### src/rtl/cmd_pkg.sv
// Shared types and defaults for the command ingress path (UART receiver + byte queue).
// Latency: n/a (types only).
// Backpressure: n/a.
package cmd_pkg;

  localparam int CLKS_PER_BIT_DEF = 104;
  localparam int DEPTH_DEF        = 16;

  typedef logic [7:0] byte_t;

  typedef enum logic [2:0] {
    RX_IDLE,
    RX_START,
    RX_DATA,
    RX_PARITY,
    RX_STOP
  } rx_state_t;

endpackage

### src/rtl/uart_rx.sv
// UART byte receiver: 2-flop synchronizer, mid-bit sampling FSM, 8N1 or 8E1 when RX_PARITY_EN is defined.
// Latency: byte_vld pulses one cycle after the stop-bit sample.
// Backpressure: none; the consumer must accept byte_vld in the cycle it is asserted.
module uart_rx
  import cmd_pkg::*;
#(
  parameter int CLKS_PER_BIT = CLKS_PER_BIT_DEF
) (
  input  logic       clk,
  input  logic       rst_n,
  input  logic       rx,
  output logic [7:0] rx_byte,
  output logic       byte_vld,
  output logic       err_pulse
);

  localparam int CW = $clog2(CLKS_PER_BIT);
  localparam logic [CW-1:0] FULL_BIT = CW'(CLKS_PER_BIT - 1);
  localparam logic [CW-1:0] HALF_BIT = CW'(CLKS_PER_BIT / 2 - 1);

  logic          rx_meta;
  logic          rx_s;
  logic          rx_s_q;
  rx_state_t     state;
  logic [CW-1:0] cnt;
  logic [2:0]    bit_cnt;
  byte_t         shreg;
  logic          par_bad;

  // Flops reset high so a reset release never looks like a start edge.
  always_ff @(posedge clk or negedge rst_n) begin
    if (!rst_n) begin
      rx_meta <= 1'b1;
      rx_s    <= 1'b1;
      rx_s_q  <= 1'b1;
    end else begin
      rx_meta <= rx;
      rx_s    <= rx_meta;
      rx_s_q  <= rx_s;
    end
  end

`ifdef RX_PARITY_EN
  logic par_err;
  assign par_bad = par_err;
`else
  assign par_bad = 1'b0;
`endif

  always_ff @(posedge clk or negedge rst_n) begin
    if (!rst_n) begin
      state     <= RX_IDLE;
      cnt       <= '0;
      bit_cnt   <= '0;
      shreg     <= '0;
      rx_byte   <= '0;
      byte_vld  <= 1'b0;
      err_pulse <= 1'b0;
`ifdef RX_PARITY_EN
      par_err   <= 1'b0;
`endif
    end else begin
      byte_vld  <= 1'b0;
      err_pulse <= 1'b0;
      case (state)
        RX_IDLE: begin
          if (rx_s_q && !rx_s) begin
            state   <= RX_START;
            cnt     <= '0;
            bit_cnt <= '0;
          end
        end
        RX_START: begin
          if (cnt == HALF_BIT) begin
            cnt   <= '0;
            state <= rx_s ? RX_IDLE : RX_DATA;
`ifdef RX_PARITY_EN
            par_err <= 1'b0;
`endif
          end else begin
            cnt <= cnt + 1'b1;
          end
        end
        RX_DATA: begin
          if (cnt == FULL_BIT) begin
            cnt   <= '0;
            shreg <= {rx_s, shreg[7:1]};
            if (bit_cnt == 3'd7) begin
`ifdef RX_PARITY_EN
              state <= RX_PARITY;
`else
              state <= RX_STOP;
`endif
            end else begin
              bit_cnt <= bit_cnt + 1'b1;
            end
          end else begin
            cnt <= cnt + 1'b1;
          end
        end
`ifdef RX_PARITY_EN
        RX_PARITY: begin
          if (cnt == FULL_BIT) begin
            cnt     <= '0;
            par_err <= (^shreg) != rx_s;
            state   <= RX_STOP;
          end else begin
            cnt <= cnt + 1'b1;
          end
        end
`endif
        RX_STOP: begin
          // Return to IDLE at mid stop bit so a back-to-back start edge is caught.
          if (cnt == FULL_BIT) begin
            cnt   <= '0;
            state <= RX_IDLE;
            if (rx_s && !par_bad) begin
              byte_vld <= 1'b1;
              rx_byte  <= shreg;
            end else begin
              err_pulse <= 1'b1;
            end
          end else begin
            cnt <= cnt + 1'b1;
          end
        end
        default: state <= RX_IDLE;
      endcase
    end
  end

endmodule

### src/rtl/cmd_rx_queue.sv
// Command ingress: UART receiver feeding a FWFT byte queue with sticky overflow/frame_err (parity via RX_PARITY_EN).
// Latency: byte visible on q_data the edge after the receiver push strobe; pop effective at the q_pop edge.
// Backpressure: none toward the line; a byte arriving at a full queue without a pop is dropped and flagged.
module cmd_rx_queue
  import cmd_pkg::*;
#(
  parameter int CLKS_PER_BIT = CLKS_PER_BIT_DEF,
  parameter int DEPTH        = DEPTH_DEF
) (
  input  logic                     clk,
  input  logic                     rst_n,
  input  logic                     rx,
  output logic [7:0]               q_data,
  output logic                     q_empty,
  input  logic                     q_pop,
  output logic                     q_full,
  output logic [$clog2(DEPTH):0]   q_level,
  output logic                     overflow,
  output logic                     frame_err,
  input  logic                     clr_err
);

  localparam int AW = $clog2(DEPTH);

  byte_t       rx_byte;
  logic        byte_vld;
  logic        err_pulse;
  byte_t       mem [DEPTH];
  logic [AW:0] wr_ptr;
  logic [AW:0] rd_ptr;
  logic        do_push;
  logic        do_pop;
  logic        drop;

  uart_rx #(
    .CLKS_PER_BIT (CLKS_PER_BIT)
  ) u_rx (
    .clk       (clk),
    .rst_n     (rst_n),
    .rx        (rx),
    .rx_byte   (rx_byte),
    .byte_vld  (byte_vld),
    .err_pulse (err_pulse)
  );

  assign q_empty = (wr_ptr == rd_ptr);
  assign q_full  = (wr_ptr[AW] != rd_ptr[AW]) && (wr_ptr[AW-1:0] == rd_ptr[AW-1:0]);
  assign q_level = wr_ptr - rd_ptr;
  assign q_data  = q_empty ? 8'h00 : mem[rd_ptr[AW-1:0]];

  // A same-cycle pop frees the slot, so a push into a full queue still lands.
  assign do_pop  = q_pop && !q_empty;
  assign do_push = byte_vld && (!q_full || do_pop);
  assign drop    = byte_vld && q_full && !do_pop;

  always_ff @(posedge clk or negedge rst_n) begin
    if (!rst_n) begin
      wr_ptr <= '0;
      rd_ptr <= '0;
    end else begin
      if (do_push) wr_ptr <= wr_ptr + 1'b1;
      if (do_pop)  rd_ptr <= rd_ptr + 1'b1;
    end
  end

  always_ff @(posedge clk) begin
    if (do_push) mem[wr_ptr[AW-1:0]] <= rx_byte;
  end

  // A new error in the clear cycle keeps its flag set.
  always_ff @(posedge clk or negedge rst_n) begin
    if (!rst_n) begin
      overflow  <= 1'b0;
      frame_err <= 1'b0;
    end else begin
      if (drop)         overflow <= 1'b1;
      else if (clr_err) overflow <= 1'b0;
      if (err_pulse)    frame_err <= 1'b1;
      else if (clr_err) frame_err <= 1'b0;
    end
  end

endmodule
### config.mk
export PLATFORM = sky130hd
export DESIGN_NAME = cmd_rx_queue
export DESIGN_NICKNAME = d
export VERILOG_FILES = /design/src/rtl/cmd_pkg.sv /design/src/rtl/uart_rx.sv /design/src/rtl/cmd_rx_queue.sv
export SDC_FILE = /design/constraint.sdc
export NUM_CORES = 1
export LEC_CHECK = 0
export BUFFER_PORTS_ARGS = -buffer_cell sky130_fd_sc_hd__buf_2
export CAP_MARGIN = 20
export CORE_MARGIN = 8
export CORE_UTILIZATION = 40
export DETAILED_ROUTE_END_ITERATION = 10
export SYNTH_ARGS = -nofsm -noshare
export SYNTH_HDL_FRONTEND = slang
export SYNTH_HIERARCHICAL = 1
export SYNTH_SLANG_ARGS = --single-unit
### constraint.sdc
create_clock -name clk -period 2.8 [get_ports clk]
set_clock_uncertainty 0.15 [all_clocks]
set_input_delay 0.56 -clock clk [delete_from_list [all_inputs] [get_ports clk]]
set_output_delay 0.56 -clock clk [all_outputs]
set_load 0.03 [all_outputs]
After elaboration in Yosys (flattened, before gate mapping)
Memory sizes are Yosys's and may differ from the RTL's.
Cells that the tools add are included.
{"block": "totals", "register_bits": 46, "mem_bits_rw": 128, "inputBits": 5, "output_inout_bits": 17, "mem_count": 1}
{"block": "op_classes", "add_sub_neg": 5, "n_eq_ne": 15, "muxes": 27, "n_reduce_logical": 22}
{"memory": "mem", "depth": 16, "word_bits": 8, "rd": 1, "rd_ports_with_merged_regs": 0, "wr": 1, "line_no": "cmd_rx_queue.sv:28", "source": "byte_t mem [DEPTH];"}
{"op": "two-way mux 3 bit", "count": 8}
{"op": "two-way mux 7 bit", "count": 3}
{"op": "case mux 7 bit (3 select lines)", "count": 1}
{"op": "case mux 3 bit (4 select lines)", "count": 1}
{"op": "two-way mux 1 bit", "count": 11}
{"op": "adder 5 x 1 -> 5 bit (second input constant)", "count": 2}
{"op": "inequality test 2 x 1 -> 1 bit (second input constant)", "count": 5}
{"op": "two-way mux 8 bit", "count": 1}
{"op": "adder 7 x 1 -> 7 bit (second input constant)", "count": 1}
{"op": "== test 7 x 6 -> 1 bit (second input constant)", "count": 1}
{"op": "== test 7 bit (second input constant)", "count": 1}
{"op": "== test 3 bit (second input constant)", "count": 2}
{"op": "logical AND 1 bit", "count": 6}
{"op": "case mux 3 bit (2 select lines)", "count": 1}
{"op": "nonzero test 2 bit", "count": 3}
{"op": "== test 5 bit", "count": 1}
{"op": "AND reduction 5 bit", "count": 1}
{"op": "subtractor 5 bit", "count": 1}
{"op": "== test 4 bit", "count": 1}
{"op": "logical NOT 1 bit", "count": 4}
{"op": "AND reduction 2 bit", "count": 2}
{"op": "AND reduction 4 bit", "count": 1}
{"op": "adder 3 x 1 -> 3 bit (second input constant)", "count": 1}
{"op": "== test 3 x 1 -> 1 bit (second input constant)", "count": 1}
{"op": "9 further kinds", "count": 9}

Longest topological paths before layout
Gate-level depths: netlist (run 1).
{"block": "depth", "depth_word": 7, "depth_mapped": 9}

Modules after synthesis
Netlist (run 1), hierarchy kept.
{"module": "cmd_rx_queue", "instances": 1, "cells_per_inst": 286, "area_per_inst_um2": 5766.8, "seq_area_each_um2": 4144.0}
{"module": "uart_rx", "instances": 1, "cells_per_inst": 136, "area_per_inst_um2": 1630.3, "seq_area_each_um2": 854.6}

Least setup slack after synthesis (run 1)
Ideal clock, no wire load.
{"block": "synth_path", "path_type": "reg-to-output", "start": "reg rd_ptr[1]", "end": "out q_data[5]", "arrival_ns": 2.439, "t_required_ns": 2.090, "slack_ns": -0.349, "stages_incl_launch_ff": 10, "path_cell_list": "dfrtp_1 -> buf_2 -> clkbuf_1 -> inv_1 -> ha_1 -> and4_1 -> nand2_2 -> clkinv_2 -> nor2_1 -> a221o_1"}
{"block": "synth_between", "elab_chain_cells": 2}
{"element": "start, declared", "line_no": "cmd_rx_queue.sv:30", "source": "logic [AW:0] rd_ptr;"}
{"element": "start signal, assigned", "line_no": "cmd_rx_queue.sv:62", "source": "if (do_pop) rd_ptr <= rd_ptr + 1'b1;"}
{"element": "== test 5 bit", "line_no": "cmd_rx_queue.sv:46", "source": "assign q_empty = (wr_ptr == rd_ptr);"}
{"element": "net q_empty", "line_no": "cmd_rx_queue.sv:14", "source": "output logic q_empty,"}
{"element": "two-way mux 8 bit", "line_no": "cmd_rx_queue.sv:49", "source": "assign q_data = q_empty ? 8'h00 : mem[rd_ptr[AW-1:0]];"}
{"element": "end, declared", "line_no": "cmd_rx_queue.sv:13", "source": "output logic [7:0] q_data,"}
The timed path passes the listed nets, and every way through them passes these cells.

Final worst setup path (run 1)
{"block": "layout_path", "start": "reg rd_ptr[0]", "end": "out q_data[5]"}
{"block": "layout_between", "elab_chain_cells": 2}
{"element": "memory read (16 x 8 bit) / == test 5 bit (equally long branches)"}
{"element": "two-way mux 8 bit *", "line_no": "cmd_rx_queue.sv:49"}
Every way passes the cells marked *; elsewhere a longest branch is shown, timed or not.

==> summary.txt, run 1 <==
Run status
  • Run status: finished, violations left
  • Failing checks: setup timing

Synthesis
  • Cell area after synthesis: around 7400 um2
  • Seq/Total Area, Yosys: between 60% and 70%
  • Synth cell types: 62
  • Async set-reset flop share out of synthesis: a little over a quarter
  • Yosys warns: 6
  • Syn_area_per_cell: about 18 um2
  • Synth Register Bits: around 170
  • Number of synthesized flops with an enable pin: between 100 and 150
  • Main area contributors after synthesis: edfxtp_1 (52%), dfrtp_1 (15%), mux4_2 (5.8%), mux4_1 (4.6%), ha_1 (2.0%)
  • Post-Synthesis Cells: roughly 420
  • Most used DFF post-synth: edfxtp_1
  • Area leader, netlist: edfxtp_1
  • Area share of the largest cell type after synthesis: 52.0%
  • Syn Nets: 440

Hold path
  • Worst Min Path Start: rx
  • Type of the tightest min-delay check: primary input to flop
  • Min-Delay Endpoint: u_rx/rx_meta
  • Worst Hold Depth: 1

Drt
  • Max layer used: met4
  • Routed met1 length: a little under 7000 um
  • Total Routed Length: ~14000 um
  • DR iter-0 viols: between 100 and 150
  • Final ANT Viol Nets: 0
  • Wire per inst: approximately 20 um
  • Vias per cell: around 5.3
  • Routed vias: around 3800
  • Length of routed met3 wiring: between 500 and 600 um
  • # DRC: 0
  • Pre-antenna DRT Iters: 5
  • Met2 WL post-DR: about 6500 um

Global routing
  • Number of global-route vias before repair: 4086
  • Total grt overflow: 0
  • Overall global routing resource usage: between 10 and 15%
  • First-pass GRT wire length: 23200 um
  • Largest net degree at the start of global routing: 36
  • Initial antenna violation count: 0

Placed design
  • GPL Wtd Cong: ~0.76
  • Setup WS pre-CTS: ~70 ps
  • I/O Buffers: 21
  • Dpl hpwl: around 9500 um

Setup path
  • Reg-to-reg endpoint: mem[2][5]
  • Critical path depth: 7
  • Reg-to-Reg Start: rd_ptr[1]
  • Worst R2R Setup Slack: around 190 ps
  • Critical path type: flop to primary output
  • CP Capture Type: primary output
  • CP Launch Type: flop
  • Critical path required time: 2090 ps
  • CP peak stage delay: approximately 480 ps
  • Crit path max fanout: 9
  • Worst EP arrival: approximately 2400 ps
  • Reg2reg path depth: 6
  • CP bufs+invs: 2
  • Crit-path cells: ha_1 > and4_1 > nand2_2 > clkinv_4 > nor2_4 > a221o_2 > buf_2
  • Largest delay contributor family on the critical path: flip-flops
  • CP startpoint: rd_ptr[0]
  • Slowest-stage cell, CP: dfrtp_2

Floorplan
  • Die Wd: approximately 150 um
  • Core Area: 18100 um2
  • Chip Height: about 150 um
  • Starting Density: 40.9%
  • Row cnt: just under 50
  • # IOs: 22
  • Die area: around 23000 um2

CTS
  • TritonCTS buffer count: 17
  • Worst-Skew Late Latency: between 400 and 500 ps
  • Clock-pin slew on the worst setup and hold paths: 70 ps
  • CTS Sinks: between 150 and 200
  • Clk buf depth: 2
  • Root buffer cell: clkbuf_16
  • CTS H-tree depth: 4
  • CTS tree: yes

Timing
  • Relative slew slack: 57.8%
  • Tmin final: around 3000 ps
  • Slew Limit Fails: 0
  • RSZ-0062 raised after global routing: true
  • Fmax: 325 MHz
  • Setup_tns: -1840 ps
  • Final number of setup-violating endpoints: 9
  • Tcrit/Tclk final: 110%
  • Setup ws final: -273 ps
  • Slew @ Worst Pin: 632 ps
  • Hold violation total from the final report: 0

Power
  • P per Cell Area: 812 nW/um2
  • Leak: about 3.6 nW
  • Total chip power: around 7 mW
  • VDD IR max: 0.655 mV

Cells and area
  • Filler instances: roughly 1500
  • Share of layout cells above drive strength 1: 29.4%
  • Nets@finish: 488
  • Antenna diodes: 0
  • Area Overhead vs Synth: 16.1%

Flow run
  • Max cap viols: 0
[Yosys cell counts, types with 2 or more instances]
library cell,instances
edfxtp_1,128
nand4_1,3
xnor2_1,11
nor2b_1,5
nand2_1,16
o22ai_1,2
nor2_1,12
a21oi_1,6
and3_1,13
mux4_1,13
dfstp_2,3
mux2_4,8
and2_1,9
a21o_1,3
buf_6,2
dfrtp_1,43
nand3_1,8
mux2i_1,10
o21ai_0,4
ha_1,12
a221o_1,7
o21ai_1,3
nor3_1,13
clkbuf_1,4
buf_2,5
buf_4,2
mux2_1,11
mux4_2,19
inv_1,14
[area by class of cell]
class | instances | area (um2) | area share, %
timing repair buffer | 44 | 402 | 4.68
multi-input combinational | 217 | 2240 | 26.1
sequential | 174 | 5000 | 58.2
clock inverter | 15 | 169 | 1.97
clock buffer | 17 | 425 | 4.95
inverter | 16 | 65.1 | 0.757
tap | 229 | 287 | 3.34
[worst reg2reg max path, cell delays in order (launching register included)]
cell and delay [ps]:
dfrtp_1 400, inv_1 100, ha_1 320, nand4_1 160, o31a_1 300, nor3b_1 370
and2_1 480
[metal layers]
layer / vias up / global-route usage [%]
met4: 0 / 3.28
met2: 70 / 20.2
met5: - / 0
met3: 11 / 3.49
li1: 1762 / -
met1: 1965 / 17.3
[timing repair]
action                                  4_1_cts  5_1_grt
hold buffers                                  1        0
hold endpoints to repair                     21        0
endpoints found under the setup margin        9       27
resized for setup                            23        7
cloned                                        1        0
setup buffers                                 5        4
[cell usage in the layout (no fill, tap or decap), types with 7 or more instances in the layout]
cell       netlist  final
nand2_1         16     16
and3_1          13     13
ha_1            12     11
xnor2_1         11     11
inv_6            0      7
nor3_1          13     13
a221o_2          0      7
and2_1           9      7
inv_1           14     13
mux4_2          19     28
clkbuf_16        0     17
buf_2            5     13
edfxtp_1       128    128
nor2_1          12     10
nand3_1          8      8
buf_4            2     19
mux2i_1         10     10
dfrtp_1         43     42
mux2_4           8      8
mux2_1          11     11
[sequential cells by signal (all words and copies together) (netlist names)]
signal / count
u_rx/shreg: 8
wr_ptr: 5
overflow: 1
frame_err: 1
u_rx/rx_s_q: 1
mem: 128
u_rx/rx_byte: 8
u_rx/bit_cnt: 3
rd_ptr: 5
u_rx/byte_vld: 1
u_rx/rx_s: 1
u_rx/err_pulse: 1
u_rx/state: 3
u_rx/cnt: 7
u_rx/rx_meta: 1
[how the worst max path moves through the flow]
stage                      endpoint  slack [ps]
after floorplan           q_data[5]          30
after global placement    q_data[3]         100
after detailed placement  q_data[3]          70
after CTS                 q_data[5]        -300
after global routing      q_data[5]        -380
final                     q_data[5]        -270
[metrics by stage]
step                      hold WS (ps)  std cells  util, %  cell area [um2]
final                             80.6        712     47.5             8590
after global routing              56.9        712     47.5             8590
after CTS                         55.2        708     47.3             8550
after detailed placement           200        669     43.4             7850
after global placement             198        669     43.4             7850
after floorplan                    114        422        -             7430
[kinds of logic (layout without fill, tap and decap cells)]
family	count (synthesis)	after routing	synth area share (%)
AOI/OAI and AO/OA	37	37	3.86
xor gates and xnor gates	13	13	1.64
adders and majority gates	13	13	2.30
buffers and inverters	31	92	2.35
DFF	174	174	67.6
muxes	61	61	15.1
and+or+nand+nor	93	93	7.22
[power by group]
part / internal (mW) / switching [mW] / total (mW)
Combinational: 0.756 / 0.901 / 1.66
Sequential: 2.83 / 0.141 / 2.98
Clock: 1.27 / 1.06 / 2.34
Total: 4.87 / 2.11 / 6.97
(Power assumes the default switching activity.)
==> run 2: changes to the inputs <==
--- a/config.mk
+++ b/config.mk
@@ -8,8 +8,9 @@
 export BUFFER_PORTS_ARGS = -buffer_cell sky130_fd_sc_hd__buf_2
 export CAP_MARGIN = 20
 export CORE_MARGIN = 8
-export CORE_UTILIZATION = 40
+export CORE_UTILIZATION = 50
 export DETAILED_ROUTE_END_ITERATION = 10
+export PLACE_DENSITY = 0.69
 export SYNTH_ARGS = -nofsm -noshare
 export SYNTH_HDL_FRONTEND = slang
 export SYNTH_HIERARCHICAL = 1
==> run 2 against run 1 <==
  * The flow still finishes with violations (setup timing)
  * Non-clock buffer count is 1 higher
  * Utilization is 12 points higher
  * Register-to-register slack worse by 100 ps
  * Combinational power hardly changed
  * Global-route usage is 3.6 points higher
  * Die area is 18% lower
  * Cell count is 6.2% lower
  * Sequential power hardly changed
  * Wire length is 2.9% higher
  * First-iteration DRC count grew to 2.6 times the previous value
  * Largest cell class unchanged
==> summary.txt, run 2 (synthesized netlist as in run 1, its figures left out) <==
Cells and area
  • Area Overhead vs Synth: 16.9%
  • Post-route cell area: 8640 um2 (+0.64%)
  • Antenna diodes: 0 (unchanged)
  • Most frequent cells in the layout: edfxtp_1 (128), dfrtp_1 (42), mux4_2 (27)
  • Final core area utilization: 59.7% (+12 points)
  • Largest register FFs: 128 (unchanged)
  • Filler instances: 1040 (-32%)
  • Commonest non-fill, non-tap cell in the layout: edfxtp_1
  • Share of layout cells above drive strength 1: 31.0% (+1.6 points)
  • Nets@finish: 489 (+0.20%)

Run status
  • Failing checks: setup timing
  • Run status: finished, violations left

Setup path
  • CP Launch Type: flop
  • Reg-to-Reg Start: rd_ptr[0]
  • Reg-to-reg endpoint: mem[0][4]
  • Crit path max fanout: 5 (-4)
  • Worst R2R Setup Slack: 90 ps (-100 ps)
  • CP startpoint: rd_ptr[0]
  • Reg2reg path depth: 5 (-1)
  • CP Capture Type: primary output
  • Critical path required time: 2090 ps (about the same)
  • Worst EP arrival: 2380 ps (+20 ps)
  • Critical path type: flop to primary output

Power
  • Clock Power Share: 35.5% (+2.0 points)
  • Sw power: 2.03 mW (-3.6%)
  • Sequential power share: 41.4% (-1.3 points)
  • P per Cell Area: 834 nW/um2 (+2.7%)
  • Leak: 3.60 nW (+0.34%)
  • Comb pwr share: 23.1% (-0.7 points)
  • Pint: 5.18 mW (+6.4%)
  • Net Sw Frac: 28.2% (-2.0 points)
  • VDD IR max: 0.917 mV (+40%)

Placed design
  • Post-place instance area: 7820 um2 (-0.33%)
  • Dpl hpwl: 9330 um (-1.5%)
  • I/O Buffers: 21 (unchanged)
  • GPL Wtd Cong: 0.809 (+6.5%)

Global routing
  • Initial antenna violation count: 0 (unchanged)
  • Largest net degree at the start of global routing: 38 (+5.6%)
  • Overall global routing resource usage: 16.4% (+3.6 points)
  • Total grt overflow: 0 (unchanged)
  • Number of global-route vias before repair: 4170 (+2.1%)
  • First-pass GRT wire length: 23100 um (-0.30%)

Drt
  • Vias per cell: 5.81 (+8.7%)
  • DR iter-0 viols: 332 (+160%)
  • Total Routed Length: 14400 um (+2.9%)
  • Routed vias: 3884 (+2.0%)
  • Wire per inst: 21.6 um (+9.7%)
  • Pre-antenna DRT Iters: 5 (unchanged)
  • Final ANT Viol Nets: 0 (unchanged)
  • # DRC: 0 (unchanged)

Timing
  • Tcrit/Tclk final: 110% (+0.60 points)
  • Setup ws final: -290 ps (-16.8 ps)
  • Slew Limit Fails: 0 (unchanged)
  • Slew @ Worst Pin: 819 ps (+187 ps)
  • Relative slew slack: 45.4% (-12 points)
  • Hold violation total from the final report: 0 (unchanged)
  • Final number of setup-violating endpoints: 9 (unchanged)
  • Tmin final: 3090 ps (+16.8 ps)
  • Fmax: 324 MHz (-0.54%)
  • RSZ-0062 raised after global routing: true

Floorplan
  • Starting Density: 51.1% (+10 points)
  • Chip Height: 138 um (-9.4%)
  • Die area: 18900 um2 (-18%)
  • Core Area: 14500 um2 (-20%)
  • Row cnt: 44 (-10%)
  • Die Wd: 138 um (-9.4%)
  • # IOs: 22 (unchanged)

Hold path
  • Type of the tightest min-delay check: primary input to asynchronous set/reset pin

CTS
  • CTS tree: yes
  • Root buffer cell: clkbuf_16
  • CTS Sinks: 174 (unchanged)
  • Worst-Skew Late Latency: 420 ps (about the same)
  • CTS H-tree depth: 4 (unchanged)
  • Cts hold-fix bufs: 0 (-1)
  • Clk buf depth: 2 (unchanged)
  • Clock-pin slew on the worst setup and hold paths: 70 ps (about the same)
  • TritonCTS buffer count: 17 (unchanged)

Flow run
  • Max cap viols: 0 (unchanged)
[run 2: area by class of cell]
type / count / area (um2) / area share, %
sequential: 174 / 5000 / 57.8
multi-input combinational: 217 / 2300 / 26.6
clock buffer: 18 / 429 / 4.96
timing repair buffer: 45 / 402 / 4.65
tap: 184 / 230 / 2.66
clock inverter: 14 / 215 / 2.49
inverter: 16 / 65.1 / 0.753
[run 2: per-layer routing]
metal  wire, um  share of wire [%]  vias up  track usage, %
met5          0                  0        -               0
li1           -                  -     1757               -
met3        791                5.5       15            3.46
met1       6510                 45     2002            22.2
met2       6910                 48      110            25.7
met4        195                1.4        0            6.22
[run 2: worst max-delay path by stage]
stage / depth (start not counted) / endpoint
6_report: 6 / q_data[4]
2_1_floorplan: 9 / q_data[5]
5_1_grt: 6 / q_data[4]
3_5_place_dp: 6 / q_data[4]
4_1_cts: 6 / q_data[5]
3_3_place_gp: 6 / q_data[7]
[run 2: repair_timing]
action / in CTS / in global routing
resized for setup: 30 / 11
endpoints found under the hold margin: 0 / 0
endpoints found under the setup margin: 9 / 9
pin swaps: 1 / 1
buffers inserted: 6 / 1
gates cloned: 0 / 1
[run 2: through the flow]
step | std cells | worst slack [ps] | power [mW] | TNS, ps | hold slack, ps
6_report | 668 | -290 | 7.21 | -2070 | 82.6
5_1_grt | 668 | -352 | 7.48 | -2900 | 71.8
3_3_place_gp | 628 | 106 | 4.47 | 0 | 197
4_1_cts | 666 | -272 | 7.15 | -1830 | 72.5
2_1_floorplan | 422 | 25.2 | 4.12 | 0 | 114
3_5_place_dp | 628 | 99.4 | 4.50 | 0 | 201
[run 2: power groups by stage]
stage	combinational, mW	sequential (mW)	clock (mW)
final	1.67	2.98	2.56
after global routing	1.80	3.00	2.69
after CTS	1.61	2.97	2.58
after detailed placement	1.48	3.02	0
after global placement	1.45	3.02	0
after floorplan	1.16	2.96	0
[run 2: critical path, stage by stage (launching register included)]
cell	delay, ps
dfrtp_2	500
clkbuf_16	200
mux4_2	520
mux2i_4	190
nor3_1	70
a221o_2	320
buf_6	140
